File: src/rtl/layer_seq_pkg.sv
// layer_seq_pkg: shared state encoding and sizing helpers for the layer sequencer.
// Latency: n/a (types and functions only).
// Backpressure: n/a.
package layer_seq_pkg;

    typedef enum logic [2:0] {
        ST_IDLE,
        ST_LOAD,
        ST_RUN,
        ST_GAP,
        ST_DONE,
        ST_ERR
    } seq_state_t;

    // Stage index width; a single-stage build still needs one bit.
    function automatic int idx_w(input int n);
        return (n <= 1) ? 1 : $clog2(n);
    endfunction

endpackage

File: src/rtl/layer_seq_ctrl_if.sv
// layer_seq_ctrl_if: command, layer handshake and status bundle of the layer sequencer.
// Latency: n/a (wiring only).
// Backpressure: n/a; layers stall the sequence through stage_fin.
interface layer_seq_ctrl_if #(
    parameter int NUM_STAGES = 5,
    parameter int GAP_W      = 16,
    parameter int TMO_W      = 32
);
    import layer_seq_pkg::*;

    localparam int IDX_W = idx_w(NUM_STAGES);

    logic                  en;
    logic                  start;
    logic                  load_we;
    logic                  abort;
    logic [GAP_W-1:0]      gap_cycles;
    logic [TMO_W-1:0]      tmo_cycles;
    logic [NUM_STAGES-1:0] stage_fin;
    logic [NUM_STAGES-1:0] stage_en;
    logic [IDX_W-1:0]      cur_stage;
    logic                  busy;
    logic                  done;
    logic                  error;

    modport master (
        output en, start, load_we, abort, gap_cycles, tmo_cycles, stage_fin,
        input  stage_en, cur_stage, busy, done, error
    );

    modport slave (
        input  en, start, load_we, abort, gap_cycles, tmo_cycles, stage_fin,
        output stage_en, cur_stage, busy, done, error
    );

endinterface

File: src/rtl/seq_gap_timer.sv
// seq_gap_timer: loadable down-counter that saturates at zero and flags it.
// Latency: load visible next cycle; zero flag is a decode of the count register.
// Backpressure: none; load has priority over decrement.
module seq_gap_timer #(
    parameter int W = 16
) (
    input  logic         clk,
    input  logic         rst_n,
    input  logic         load,
    input  logic [W-1:0] load_val,
    input  logic         dec,
    output logic         zero
);

    logic [W-1:0] cnt;

    // Count register: reload on request, otherwise count down and stick at zero.
    always_ff @(posedge clk or negedge rst_n) begin
        if (!rst_n) begin
            cnt <= '0;
        end else if (load) begin
            cnt <= load_val;
        end else if (dec && (cnt != '0)) begin
            cnt <= cnt - W'(1);
        end
    end

    assign zero = (cnt == '0);

endmodule

File: src/rtl/layer_seq_ctrl.sv
// layer_seq_ctrl: after start and an input load, enables NUM_STAGES layers strictly one at a time.
// Latency: start->busy 1 cycle; fin->next enable 1+gap_cycles cycles; last fin->done 1 cycle.
// Backpressure: none; layers hold the sequence via stage_fin, abort overrides everything.
// Define LAYER_SEQ_WDOG_EN to add the per-stage watchdog and the ERR state.
module layer_seq_ctrl
    import layer_seq_pkg::*;
#(
    parameter int NUM_STAGES = 5,
    parameter int GAP_W      = 16,
    parameter int TMO_W      = 32
) (
    input  logic             clk,
    input  logic             rst_n,
    layer_seq_ctrl_if.slave  bus
);

    localparam int               IDX_W    = idx_w(NUM_STAGES);
    localparam logic [IDX_W-1:0] LAST_IDX = IDX_W'(NUM_STAGES - 1);

    seq_state_t            state, state_nxt;
    logic [NUM_STAGES-1:0] stage_en, stage_en_nxt;
    logic [IDX_W-1:0]      cur_stage, cur_stage_nxt;
    logic [IDX_W-1:0]      nxt_idx;
    logic                  error, error_nxt;
    logic                  we_q;
    logic                  load_fall;
    logic                  fin_hit;
    logic                  gap_load, gap_zero;
    logic                  wd_load;
    logic                  tmo_hit;
    logic [GAP_W-1:0]      gap_init;

    // cur_stage always names the layer being run or the one just finished,
    // so the following layer is simply cur_stage + 1.
    assign nxt_idx   = cur_stage + IDX_W'(1);
    assign load_fall = we_q & ~bus.load_we;
    // Only the enabled layer's fin counts; stale fins from other layers are masked.
    assign fin_hit   = |(bus.stage_fin & stage_en);
    // Down-counter holds gap_cycles-1 so the GAP state lasts exactly gap_cycles cycles.
    assign gap_init  = bus.gap_cycles - GAP_W'(1);

    seq_gap_timer #(.W(GAP_W)) u_gap_timer (
        .clk      (clk),
        .rst_n    (rst_n),
        .load     (gap_load),
        .load_val (gap_init),
        .dec      (state == ST_GAP),
        .zero     (gap_zero)
    );

`ifdef LAYER_SEQ_WDOG_EN
    logic [TMO_W-1:0] tmo_init;
    logic             wd_zero;

    // Reloaded on every RUN entry; reaching zero means the layer has been
    // enabled for tmo_cycles cycles without a fin.
    assign tmo_init = bus.tmo_cycles - TMO_W'(1);
    assign tmo_hit  = (bus.tmo_cycles != '0) && wd_zero;

    seq_gap_timer #(.W(TMO_W)) u_wdog_timer (
        .clk      (clk),
        .rst_n    (rst_n),
        .load     (wd_load),
        .load_val (tmo_init),
        .dec      (state == ST_RUN),
        .zero     (wd_zero)
    );
`else
    logic unused_wdog;

    assign tmo_hit     = 1'b0;
    assign unused_wdog = ^{bus.tmo_cycles, wd_load};
`endif

    // Next-state, enable, stage index and error decisions; abort pre-empts all of them.
    always_comb begin
        state_nxt     = state;
        stage_en_nxt  = stage_en;
        cur_stage_nxt = cur_stage;
        error_nxt     = error;
        gap_load      = 1'b0;
        wd_load       = 1'b0;
        if (bus.abort) begin
            state_nxt    = ST_IDLE;
            stage_en_nxt = '0;
        end else begin
            unique case (state)
                ST_IDLE: begin
                    if (bus.start && bus.en) begin
                        state_nxt     = ST_LOAD;
                        cur_stage_nxt = '0;
                        error_nxt     = 1'b0;
                    end
                end
                ST_LOAD: begin
                    if (!bus.en) begin
                        state_nxt = ST_IDLE;
                    end else if (load_fall) begin
                        state_nxt    = ST_RUN;
                        stage_en_nxt = NUM_STAGES'(1);
                        wd_load      = 1'b1;
                    end
                end
                ST_RUN: begin
                    if (fin_hit) begin
                        stage_en_nxt = '0;
                        if (cur_stage == LAST_IDX) begin
                            state_nxt = ST_DONE;
                        end else if (bus.gap_cycles == '0) begin
                            stage_en_nxt  = NUM_STAGES'(1) << nxt_idx;
                            cur_stage_nxt = nxt_idx;
                            wd_load       = 1'b1;
                        end else begin
                            state_nxt = ST_GAP;
                            gap_load  = 1'b1;
                        end
                    end else if (tmo_hit) begin
                        state_nxt    = ST_ERR;
                        stage_en_nxt = '0;
                        error_nxt    = 1'b1;
                    end
                end
                ST_GAP: begin
                    if (gap_zero) begin
                        state_nxt     = ST_RUN;
                        stage_en_nxt  = NUM_STAGES'(1) << nxt_idx;
                        cur_stage_nxt = nxt_idx;
                        wd_load       = 1'b1;
                    end
                end
                ST_DONE: begin
                    state_nxt = ST_IDLE;
                end
                ST_ERR: begin
                    if (!bus.en) begin
                        state_nxt = ST_IDLE;
                    end
                end
                default: begin
                    state_nxt = ST_IDLE;
                end
            endcase
        end
    end

    // State, registered outputs and the load_we delay for falling-edge detection.
    always_ff @(posedge clk or negedge rst_n) begin
        if (!rst_n) begin
            state     <= ST_IDLE;
            stage_en  <= '0;
            cur_stage <= '0;
            error     <= 1'b0;
            we_q      <= 1'b0;
        end else begin
            state     <= state_nxt;
            stage_en  <= stage_en_nxt;
            cur_stage <= cur_stage_nxt;
            error     <= error_nxt;
            we_q      <= bus.load_we;
        end
    end

    assign bus.stage_en  = stage_en;
    assign bus.cur_stage = cur_stage;
    assign bus.busy      = (state != ST_IDLE);
    assign bus.done      = (state == ST_DONE);
    assign bus.error     = error;

endmodule

File: src/flat_wrapper.sv
// flat-port wrapper written by rule: the top's interface ports become plain ports
module layer_seq_ctrl_flat import layer_seq_pkg::*;
#(
    parameter int NUM_STAGES = 5,
    parameter int GAP_W      = 16,
    parameter int TMO_W      = 32
)
  (clk, rst_n, bus_en, bus_start, bus_load_we, bus_abort, bus_gap_cycles, bus_tmo_cycles, bus_stage_fin, bus_stage_en, bus_cur_stage, bus_busy, bus_done, bus_error);
  layer_seq_ctrl_if #(.NUM_STAGES(NUM_STAGES), .GAP_W(GAP_W), .TMO_W(TMO_W)) bus_i ();
  input  logic clk;
  input  logic rst_n;
  input wire logic [$bits(bus_i.en)-1:0] bus_en;
  input wire logic [$bits(bus_i.start)-1:0] bus_start;
  input wire logic [$bits(bus_i.load_we)-1:0] bus_load_we;
  input wire logic [$bits(bus_i.abort)-1:0] bus_abort;
  input wire logic [$bits(bus_i.gap_cycles)-1:0] bus_gap_cycles;
  input wire logic [$bits(bus_i.tmo_cycles)-1:0] bus_tmo_cycles;
  input wire logic [$bits(bus_i.stage_fin)-1:0] bus_stage_fin;
  output wire logic [$bits(bus_i.stage_en)-1:0] bus_stage_en;
  output wire logic [$bits(bus_i.cur_stage)-1:0] bus_cur_stage;
  output wire logic [$bits(bus_i.busy)-1:0] bus_busy;
  output wire logic [$bits(bus_i.done)-1:0] bus_done;
  output wire logic [$bits(bus_i.error)-1:0] bus_error;
  assign bus_i.en = bus_en;
  assign bus_i.start = bus_start;
  assign bus_i.load_we = bus_load_we;
  assign bus_i.abort = bus_abort;
  assign bus_i.gap_cycles = bus_gap_cycles;
  assign bus_i.tmo_cycles = bus_tmo_cycles;
  assign bus_i.stage_fin = bus_stage_fin;
  assign bus_stage_en = bus_i.stage_en;
  assign bus_cur_stage = bus_i.cur_stage;
  assign bus_busy = bus_i.busy;
  assign bus_done = bus_i.done;
  assign bus_error = bus_i.error;
  layer_seq_ctrl #(.NUM_STAGES(NUM_STAGES), .GAP_W(GAP_W), .TMO_W(TMO_W)) u_core (.clk(clk), .rst_n(rst_n), .bus(bus_i));
endmodule
File: config.mk
export PLATFORM = sky130hd
export DESIGN_NAME = layer_seq_ctrl_flat
export DESIGN_NICKNAME = d
export VERILOG_FILES = /design/src/rtl/layer_seq_pkg.sv /design/src/rtl/layer_seq_ctrl_if.sv /design/src/rtl/seq_gap_timer.sv /design/src/rtl/layer_seq_ctrl.sv /design/src/flat_wrapper.sv
export SDC_FILE = /design/constraint.sdc
export NUM_CORES = 1
export LEC_CHECK = 0
export CAP_MARGIN = 10
export CORE_MARGIN = 5
export CORE_UTILIZATION = 44
export CTS_BUF_LIST = sky130_fd_sc_hd__clkbuf_16
export DETAILED_ROUTE_END_ITERATION = 6
export GPL_TIMING_DRIVEN = 0
export PLACE_DENSITY = 0.76
export SLEW_MARGIN = 20
export SYNTH_ARGS = -nofsm -noshare
export SYNTH_HDL_FRONTEND = slang
export SYNTH_HIERARCHICAL = 1
export SYNTH_SLANG_ARGS = --single-unit
File: constraint.sdc
create_clock -name clk -period 3.4 [get_ports clk]
set_input_delay 0.68 -clock clk [delete_from_list [all_inputs] [get_ports clk]]
set_output_delay 0.68 -clock clk [all_outputs]
set_load 0.005 [all_outputs]
==> metrics.yaml, run 1 <==
outcome:
  outcome: "finished clean"
synthesis:
  syn_area_sq_um: 2210
  synthTopCellsByArea: "dfrtp_1 32%, ha_1 4.5%, nor2_1 4.2%, or4_1 3.7%, xor2_1 3.6%"
  synth_compound_area_share_pct: 18.8
  syn_area_per_cell_sq_um: 8.26
  synthesis.nets: 335
  synth_seq_area_share_pct: 31.7
  yosysWarnings: 6
  synthAdderAreaFrac_pct: 4.52
  synth_top_cell_area_share_pct: 31.7
  synthSimpleGateAreaFrac_pct: 33.3
  synthArstFlopShare_pct: 100
  synth_edf_count: 0
  synth_cell_types: 57
  synth_top_area_cell: "dfrtp_1"
  syn_inst: 268
  synthXorXnorAreaFrac_pct: 4.75
  ys_ff_latch: 28
  synth_top_family_by_area: "simple AND/OR/NAND/NOR gates"
  synthFlopType: "dfrtp_1"
  synthMuxAreaShare_pct: 0.904
timing:
  holdWs_ns: 0.443
  max_clock_freq_mhz: 315
  clock_skew_ns: 0.00426
  rsz0062_at_grt: "false"
  tightest_slew_ns: 0.853
  setup_violations: 0
  fin_crit_ns: 3.17
  final_hold_viol_count: 0
  relSlewSlack_pct: 42.6
  finalMaxSlewViolations: 0
  setup_tns_ns: 0
  post-route-period-util_pct: 93.3
  setup_ws_ns: 0.228
drt:
  drt-total-wl_microns: 5700
  via_per_inst: 5.87
  dr.pass1.iters: 5
  ant_nets: 0
  drt_iter0_drc: 225
  wl_per_cell_microns: 15.3
  vias: 2197
  route.detailed.drc: 0
grt:
  grt-ovfl-total: 0
  grt_usage_pct: 18.1
  grt_pass1_vias: 2035
  grt_max_degree: 29
  grt_pass1_wl_microns: 9540
  antenna_found_initial: 0
power_and_ir_drop:
  power_per_cell_area_nw_per_um2: 404
  vdd_drop_max_mv: 0.200
  leakagePower_nw: 1.02
cells_and_area:
  fin_util_pct: 56.5
  n_antenna_cell: 0
  drive_gt1_share_pct: 6.19
  final_nets: 375
  area_delta_synth_final_pct: 23.0
clock_network:
  post-cts-setup-buffer-count: 0
  clock-sinks: 28
  clk_path_buf_depth: 2
  cts_tree: "built"
  clk_pin_slew_ns: 0.07
  cts_made_buffers: 3
  insertion_delay_ns: 0.26
  postCtsHoldBufs: 0
  cts_resized: 0
  cts-root-buf: "clkbuf_16"
  h-tree-depth: 1
critical_path:
  worstSetupPathType: "in2reg"
  cp_max_fo: 10
  max_stage_delay_ns: 0.64
  worstSetupEndpointType: "flip-flop"
  path_cells: "clkdlybuf4s50_1 > inv_1 > ha_1 > or4b_2 > nor4_4 > nor4_1 > clkbuf_1 > and2_1 > a311o_1"
  start_kind: "input port"
  critPathTopFamily: "simple AND/OR/NAND/NOR gates"
  crit_buf_inv: 3
  critPathSlowestCell: "or4b_2"
  required_ns: 3.54
  arrival_ns: 3.32
placement:
  place_congestion: 0.938
  pre_cts_ws_ns: -0.0421
  place_hpwl_microns: 4490
  io_buffers: 35
hold_path:
  holdCritPathClass: "in2async"
floorplanning:
  die_y_microns: 80.9
  rows: 25
  die_area_sq_um: 6550
  ioPinCount: 70
  die_w_microns: 80.9
  core_sq_um: 4820
  start_util_pct: 45.9
run:
  maxCapViolations: 0
[state kept, by name, summed over array words and instances (netlist names)]
name	cells
u_core/bus.cur_stage	3
u_core/bus.stage_en	5
u_core/state	3
u_core/u_gap_timer/cnt	16
u_core/we_q	1
[worst paths after layout]
| check | start | endpoint | slack [ns] | depth (start not counted) |
|---|---|---|---|---|
| max | bus_gap_cycles[0] | u_core/u_gap_timer/cnt[11]$_DFFE_PN0P_ | 0.23 | 9 |
| min | rst_n | u_core/state[2]$_DFFE_PN0P_ | 0.44 | 1 |
| max reg2reg | u_core/u_gap_timer/cnt[0]$_DFFE_PN0P_ | u_core/bus.cur_stage[1]$_DFFE_PN0P_ | 0.28 | 11 |
| min reg2reg | u_core/bus.stage_en[3]$_DFFE_PN0P_ | u_core/bus.stage_en[3]$_DFFE_PN0P_ | 0.58 | 2 |
| max in group asynchronous | rst_n | u_core/bus.stage_en[1]$_DFFE_PN0P_ | 2.53 | 1 |
| min in group clk | u_core/bus.stage_en[3]$_DFFE_PN0P_ | u_core/bus.stage_en[3]$_DFFE_PN0P_ | 0.58 | 2 |
[worst register-to-register path, delay by kind of cell, from the launching register on]
family	cells	cell delay (ns)
flops	1	0.42
compound gates	1	0.29
fa+ha+maj	1	0.21
simple gates	5	1.29
buf+inv	3	0.63
mux	1	0.21
[cell usage after synthesis, drive strengths merged (3+ instances only)]
master / n
nand4: 4
a31oi: 10
xnor2: 3
or4: 14
clkbuf: 6
nor3: 9
nand4b: 3
nand2b: 3
ha: 8
inv: 17
or4b: 4
o21ai: 16
xor2: 9
nor3b: 4
or3: 7
nand2: 19
o211ai: 3
nand3: 9
buf: 7
dfrtp: 28
nor2: 26
o31ai: 7
a21oi: 8
nor2b: 5
nor4: 9
o32ai: 4
[kinds of logic (layout without fill, tap and decap cells)]
logic type               after synthesis  in the layout
buffers and inverters                 30             69
AND/OR/NAND/NOR                      125            125
multiplexers                           2              2
XOR/XNOR                              12             12
AO/OA/AOI/OAI                         62             62
other                                  1              1
adder cells (fa/ha/maj)                8              8
flip-flops                            28             28
[cell usage in the layout (no fill, tap or decap), types with 2 or more instances in the layout]
cell,n
nor4_1,8
nand2b_1,3
o211ai_1,3
or4b_1,2
nor3_1,8
inv_1,17
nand3_1,9
a22oi_1,2
buf_4,2
o31ai_1,7
clkbuf_1,6
clkbuf_16,3
xor2_1,9
nand4_1,4
and2_1,2
a31oi_1,10
or4b_2,2
or4_4,2
nand2_1,19
a21oi_1,8
clkdlybuf4s50_1,34
nor3b_1,4
nor2_1,25
nand3b_1,2
or4_1,11
or3_1,7
ha_1,8
o21bai_1,2
o21ai_0,14
nand4b_1,3
nor2b_1,5
dfrtp_1,28
xnor2_1,3
o21ai_1,2
buf_2,4
o32ai_1,4
mux2i_1,2
[routing by layer]
metal,part of all wire (%),global-route usage [%],routed length (microns)
met1,48,26.9,2750
met2,44,28.4,2510
met3,6.6,0.998,376
met4,1.2,5.07,67
met5,0,0,0
[area by class of cell]
| class | count | area (sq um) |
|---|---|---|
| clock inverters | 1 | 3.75 |
| repair buffers | 35 | 345 |
| fillers | 483 | 2100 |
| multi-input cells | 210 | 1380 |
| plain buffers | 13 | 67.6 |
| well taps | 67 | 83.8 |
| flip-flops and latches | 28 | 701 |
| clock buffers | 3 | 75.1 |
| inverters | 17 | 63.8 |
[stage by stage]
step                      total power, W  area (sq um)  cells
final                            0.00110          2720    374
after global routing             0.00118          2720    374
after CTS                        0.00111          2720    374
after detailed placement        0.000830          2640    370
after global placement          0.000823          2650    370
after floorplan                 0.000693          2210    268
[power by group]
group          total [W]  internal, W  switching [W]
Combinational   0.000341     0.000169       0.000172
Clock           0.000267     0.000158       0.000109
Sequential      0.000493     0.000399      0.0000937
(Power assumes the default switching activity.)
==> run 2: changes to the inputs <==
--- a/config.mk
+++ b/config.mk
@@ -5,13 +5,13 @@
 export SDC_FILE = /design/constraint.sdc
 export NUM_CORES = 1
 export LEC_CHECK = 0
-export CAP_MARGIN = 10
+export CAP_MARGIN = 0
 export CORE_MARGIN = 5
 export CORE_UTILIZATION = 44
 export CTS_BUF_LIST = sky130_fd_sc_hd__clkbuf_16
 export DETAILED_ROUTE_END_ITERATION = 6
 export GPL_TIMING_DRIVEN = 0
-export PLACE_DENSITY = 0.76
+export PLACE_DENSITY_LB_ADDON = 0.1
 export SLEW_MARGIN = 20
 export SYNTH_ARGS = -nofsm -noshare
 export SYNTH_HDL_FRONTEND = slang
==> metrics.yaml, run 2 (synthesis gave the netlist of run 1 again) <==
outcome:
  outcome: "finished clean"
grt:
  grt_pass1_vias: 2039  # +0.20%
  antenna_found_initial: 0  # unchanged
  grt-ovfl-total: 0  # unchanged
  grt_max_degree: 29  # unchanged
  grt_usage_pct: 18.9  # +0.78 points
  grt_pass1_wl_microns: 9830  # +3.0%
drt:
  highest_layer: "met4"
  wl_per_cell_microns: 15.7  # +2.9%
  drt-total-wl_microns: 5860  # +2.6%
  wl_met3_microns: 449  # +19%
  m1WireLength_microns: 2920  # +6.1%
  drt_iter0_drc: 196  # -13%
  route.detailed.drc: 0  # unchanged
  dr.pass1.iters: 4  # -1
  wl_met2_microns: 2450  # -2.4%
  ant_nets: 0  # unchanged
  vias: 2200  # +0.14%
  via_per_inst: 5.90  # +0.41%
clock_network:
  cts_resized: 0  # unchanged
  cts_tree: "built"
  cts_made_buffers: 3  # unchanged
  h-tree-depth: 1  # unchanged
  clk_path_buf_depth: 2  # unchanged
  cts-root-buf: "clkbuf_16"
  clk_pin_slew_ns: 0.07  # about the same
  insertion_delay_ns: 0.26  # about the same
  post-cts-setup-buffer-count: 0  # unchanged
  postCtsHoldBufs: 0  # unchanged
  clock-sinks: 28  # unchanged
timing:
  final_hold_viol_count: 0  # unchanged
  finalMaxSlewViolations: 0  # unchanged
  setup_violations: 0  # unchanged
  holdWs_ns: 0.437  # -0.00644 ns
  tightest_slew_ns: 0.746  # -0.107 ns
  rsz0062_at_grt: "false"
  fin_crit_ns: 3.18  # +0.00526 ns
  post-route-period-util_pct: 93.4  # +0.15 points
  relSlewSlack_pct: 49.8  # +7.2 points
  max_clock_freq_mhz: 315  # -0.17%
  clock_skew_ns: 0.00200  # -0.00226 ns
floorplanning:
  die_w_microns: 80.9  # unchanged
  ioPinCount: 70  # unchanged
  die_area_sq_um: 6550  # unchanged
  die_y_microns: 80.9  # unchanged
  core_sq_um: 4820  # unchanged
  start_util_pct: 45.9  # unchanged
  rows: 25  # unchanged
critical_path:
  required_ns: 3.58  # +0.04 ns
  start_kind: "flip-flop"
  cp_max_fo: 12  # +2
  worstSetupPathType: "reg2reg"
  arrival_ns: 3.36  # +0.04 ns
  worstSetupEndpointType: "flip-flop"
cells_and_area:
  area_delta_synth_final_pct: 22.8
  top_register: "u_core/u_gap_timer/cnt"
  nFillCells: 462  # -4.3%
  n_antenna_cell: 0  # unchanged
  drive_gt1_share_pct: 6.21  # +0.020 points
  layout_commonest_cell: "clkdlybuf4s50_1"
  final_cell_mix: "34 x clkdlybuf4s50_1, 28 x dfrtp_1, 25 x nor2_1"
  largest_reg_flops: 16  # unchanged
  final_nets: 375  # unchanged
  final_area_sq_um: 2720  # -0.14%
  reg.largest.list: "u_core/u_gap_timer/cnt (16), u_core/bus.stage_en (5)"
power_and_ir_drop:
  leakagePower_nw: 1.02  # -0.15%
  power_per_cell_area_nw_per_um2: 405  # +0.21%
  total_power_w: 0.00110  # about the same
  vdd_drop_max_mv: 0.292  # +46%
placement:
  placedInstanceArea_sq_um: 2640  # unchanged
  place_congestion: 0.881  # -6.1%
  place_hpwl_microns: 4530  # +0.95%
  io_buffers: 35  # unchanged
run:
  maxCapViolations: 0  # unchanged
hold_path:
  holdCritPathClass: "in2async"
## run 2: area by class of cell
cell class / count / area (sq um) / share of cell area [%]
Multi-Input combinational cell: 210 / 1380 / 50.8
Sequential cell: 28 / 701 / 25.8
Inverter: 17 / 63.8 / 2.35
Clock buffer: 3 / 75.1 / 2.76
Timing Repair Buffer: 35 / 345 / 12.7
Tap cell: 67 / 83.8 / 3.08
Buffer: 13 / 67.6 / 2.49
## run 2: power by group
group / total, W / internal [W] / switching, W
combinational: 0.000340 / 0.000168 / 0.000172
sequential: 0.000496 / 0.000399 / 0.0000972
clock: 0.000265 / 0.000156 / 0.000109
total: 0.00110 / 0.000723 / 0.000378
## run 2: critical path, stage by stage (launching register included)
cell	delay, ns
dfrtp_1	0.46
nor4_1	0.69
nand4_1	0.27
inv_1	0.29
buf_6	0.20
nor2b_1	0.08
a211oi_1	0.40
nand4_1	0.26
nor2_1	0.23
mux2i_1	0.21
## run 2: through the flow
| stage | setup WS, ns | util, % | std cells | TNS, ns |
|---|---|---|---|---|
| floorplan | 0.665 | - | 268 | 0 |
| global placement | -0.00774 | 55.0 | 370 | -0.00774 |
| detailed placement | -0.00458 | 54.9 | 370 | -0.00458 |
| CTS | 0.266 | 56.4 | 373 | 0 |
| global route | 0.0481 | 56.4 | 373 | 0 |
| finish | 0.223 | 56.4 | 373 | 0 |
## run 2: metal layers
metal	GRT usage, %	vias to the layer above
met4	4.56	0
met5	0	-
met3	2.55	4
li1	-	1090
met1	29.7	1018
met2	26.9	88
## run 2: path summary, 6_finish.rpt
path,from,end,slack [ns],cells past startpoint
min in group clk,u_core/bus.stage_en[1]$_DFFE_PN0P_,u_core/bus.stage_en[1]$_DFFE_PN0P_,0.56,2
hold / removal,rst_n,u_core/bus.stage_en[0]$_DFFE_PN0P_,0.44,1
max in group asynchronous,rst_n,u_core/u_gap_timer/cnt[11]$_DFFE_PN0P_,2.55,1
setup reg to reg,u_core/u_gap_timer/cnt[7]$_DFFE_PN0P_,u_core/bus.cur_stage[1]$_DFFE_PN0P_,0.22,9
setup / recovery,u_core/u_gap_timer/cnt[7]$_DFFE_PN0P_,u_core/bus.cur_stage[1]$_DFFE_PN0P_,0.22,9
hold reg to reg,u_core/bus.stage_en[1]$_DFFE_PN0P_,u_core/bus.stage_en[1]$_DFFE_PN0P_,0.56,2
==> run 3: changes to the inputs <==
--- a/config.mk
+++ b/config.mk
@@ -9,6 +9,7 @@
 export CORE_MARGIN = 5
 export CORE_UTILIZATION = 44
 export CTS_BUF_LIST = sky130_fd_sc_hd__clkbuf_16
+export CTS_CLUSTER_SIZE = 12
 export DETAILED_ROUTE_END_ITERATION = 6
 export GPL_TIMING_DRIVEN = 0
 export PLACE_DENSITY_LB_ADDON = 0.1
@@ -17,3 +18,4 @@
 export SYNTH_HDL_FRONTEND = slang
 export SYNTH_HIERARCHICAL = 1
 export SYNTH_SLANG_ARGS = --single-unit
+export TNS_END_PERCENT = 20
==> results of run 3 <==
The final DEF is identical to that of run 2; final timing and power are the same.
==> patch (settings of run 1) <==
Take the reset off `stage_en` and `cur_stage` and load them in a clocked block of their own.
--- a/src/rtl/layer_seq_ctrl.sv
+++ b/src/rtl/layer_seq_ctrl.sv
@@ -149,4 +149,2 @@
             state     <= ST_IDLE;
-            stage_en  <= '0;
-            cur_stage <= '0;
             error     <= 1'b0;
@@ -155,4 +153,2 @@
             state     <= state_nxt;
-            stage_en  <= stage_en_nxt;
-            cur_stage <= cur_stage_nxt;
             error     <= error_nxt;
@@ -160,2 +156,7 @@
         end
+    end
+
+    always_ff @(posedge clk) begin
+        stage_en  <= stage_en_nxt;
+        cur_stage <= cur_stage_nxt;
     end
Formal check against the unedited RTL: differs if rst_n is asserted again (counterexample within 4 cycles, from zero or initial values and one cycle with rst_n low); with rst_n held inactive, the same outputs for 10 cycles.
==> patch against run 1 <==
  * Total power fell by 25%
  * Area after synthesis fell by 5.9%
  * Cell area fell by 5.0%
  * Routed wire length fell by 14%
  * Sequential power fell by 22%
  * Core utilization fell by 1.0 points
  * Sequential cell count did not move
  * Via count fell by 15%
  * Setup slack improved by 85 ps
  * Critical path type is now flip-flop to flip-flop
  * Largest cell class unchanged
  * Largest power group unchanged
==> patch: results <==
export IMPL_first_global_vias=1742
export IMPL_grt_max_degree=21
export IMPL_crit_start="u_core/u_gap_timer/cnt[0]$_DFFE_PN0P_"
export IMPL_yosys_cell_types_count=59
export IMPL_final_nets=344
export IMPL_synth_xor_area_share=0.07993
export IMPL_grtUsageMet3=0.02268
export IMPL_synth_edf_count=3
export IMPL_nFillCells=397
export IMPL_drt_iter0_markers=176
export IMPL_grt_pass1_wl_um=8286
export IMPL_max_vdd_ir_drop_mv=0.2302
export IMPL_post_drt_wl_per_cell_um=14.86
export IMPL_async_reset_ff_frac=0.7143
export IMPL_yosys_top_cells_count="nor2_1, nand2_1, dfrtp_1, o21ai_0, xor2_1"
export IMPL_layout_drive_gt1_share=0.09783
export IMPL_reg2reg_setup_slack_ps=310
export IMPL_slowest_delay_ps=390
export IMPL_syn_nets=304
export IMPL_ys_top_cells_by_area="dfrtp_1, xor2_1, dfxtp_1"
export IMPL_globalplace_congestion=0.8545
export IMPL_dp_cells=326
export IMPL_holdWs_ps=493.1
export IMPL_syn_inst=237
export IMPL_synthMuxAreaShare=0.01022
export IMPL_status="finished, final reports clean"
export IMPL_synthAdderAreaFrac=0.04808
export IMPL_use_met2=0.2623
export IMPL_dp_hpwl_um=3744
export IMPL_dpl_cell_area_um2=2500
export IMPL_wirelength_um=4904
export IMPL_reg2reg_to="u_core/bus.cur_stage[0]$_SDFFCE_PP0P_"
export IMPL_ff2ff_path_depth=12
export IMPL_crit_slowest_cell="dfrtp_1"
export IMPL_groute_usage_overall=0.1678
export IMPL_slew_headroom=0.4162
export IMPL_path_max_fanout=7
-- patch: worst max path at each step --
stage | endpoint | slack, ps | depth (start not counted)
3_5_place_dp | u_core/bus.cur_stage[0]$_SDFFCE_PP0P_ | 50 | 7
2_1_floorplan | u_core/bus.cur_stage[0]$_SDFFCE_PP0P_ | 660 | 12
4_1_cts | u_core/bus.cur_stage[0]$_SDFFCE_PP0P_ | 220 | 12
5_1_grt | u_core/bus.cur_stage[0]$_SDFFCE_PP0P_ | 110 | 12
6_report | u_core/bus.cur_stage[0]$_SDFFCE_PP0P_ | 310 | 12
3_3_place_gp | u_core/u_gap_timer/cnt[1]$_DFFE_PN0P_ | 140 | 8
-- patch: area by class of cell --
class / instances / area share
Timing Repair Buffer: 35 / 0.1355
Sequential cell: 28 / 0.2672
Clock inverter: 1 / 0.001452
Tap cell: 54 / 0.02614
Clock buffer: 3 / 0.02904
Buffer: 10 / 0.01839
Inverter: 11 / 0.01597
Multi-Input combinational cell: 188 / 0.5063
-- patch: per-layer routing --
layer	wire [um]	vias to the layer above
met5	0	-
met4	89	0
met3	281	8
met2	2220	64
met1	2313	872
li1	-	934
-- patch: critical path: cells and delay by family, from the launching register on --
kind / cells / cell delay [ps]
AOI/OAI and AO/OA: 4 / 970
and+or+nand+nor: 4 / 840
DFF: 1 / 390
buffers and inverters: 3 / 370
adders and majority gates: 1 / 190
-- patch: power by group --
| group | leakage, nW | switching (mW) | internal (mW) |
|---|---|---|---|
| clock | 0.0385 | 0.110 | 0.158 |
| combinational | 0.618 | 0.0870 | 0.0906 |
| sequential | 0.276 | 0.0232 | 0.362 |
-- patch: what timing repair did --
action / in CTS / in global routing
resized for setup: 0 / 1
endpoints found under the setup margin: 0 / 3
hold endpoints to repair: 0 / 0
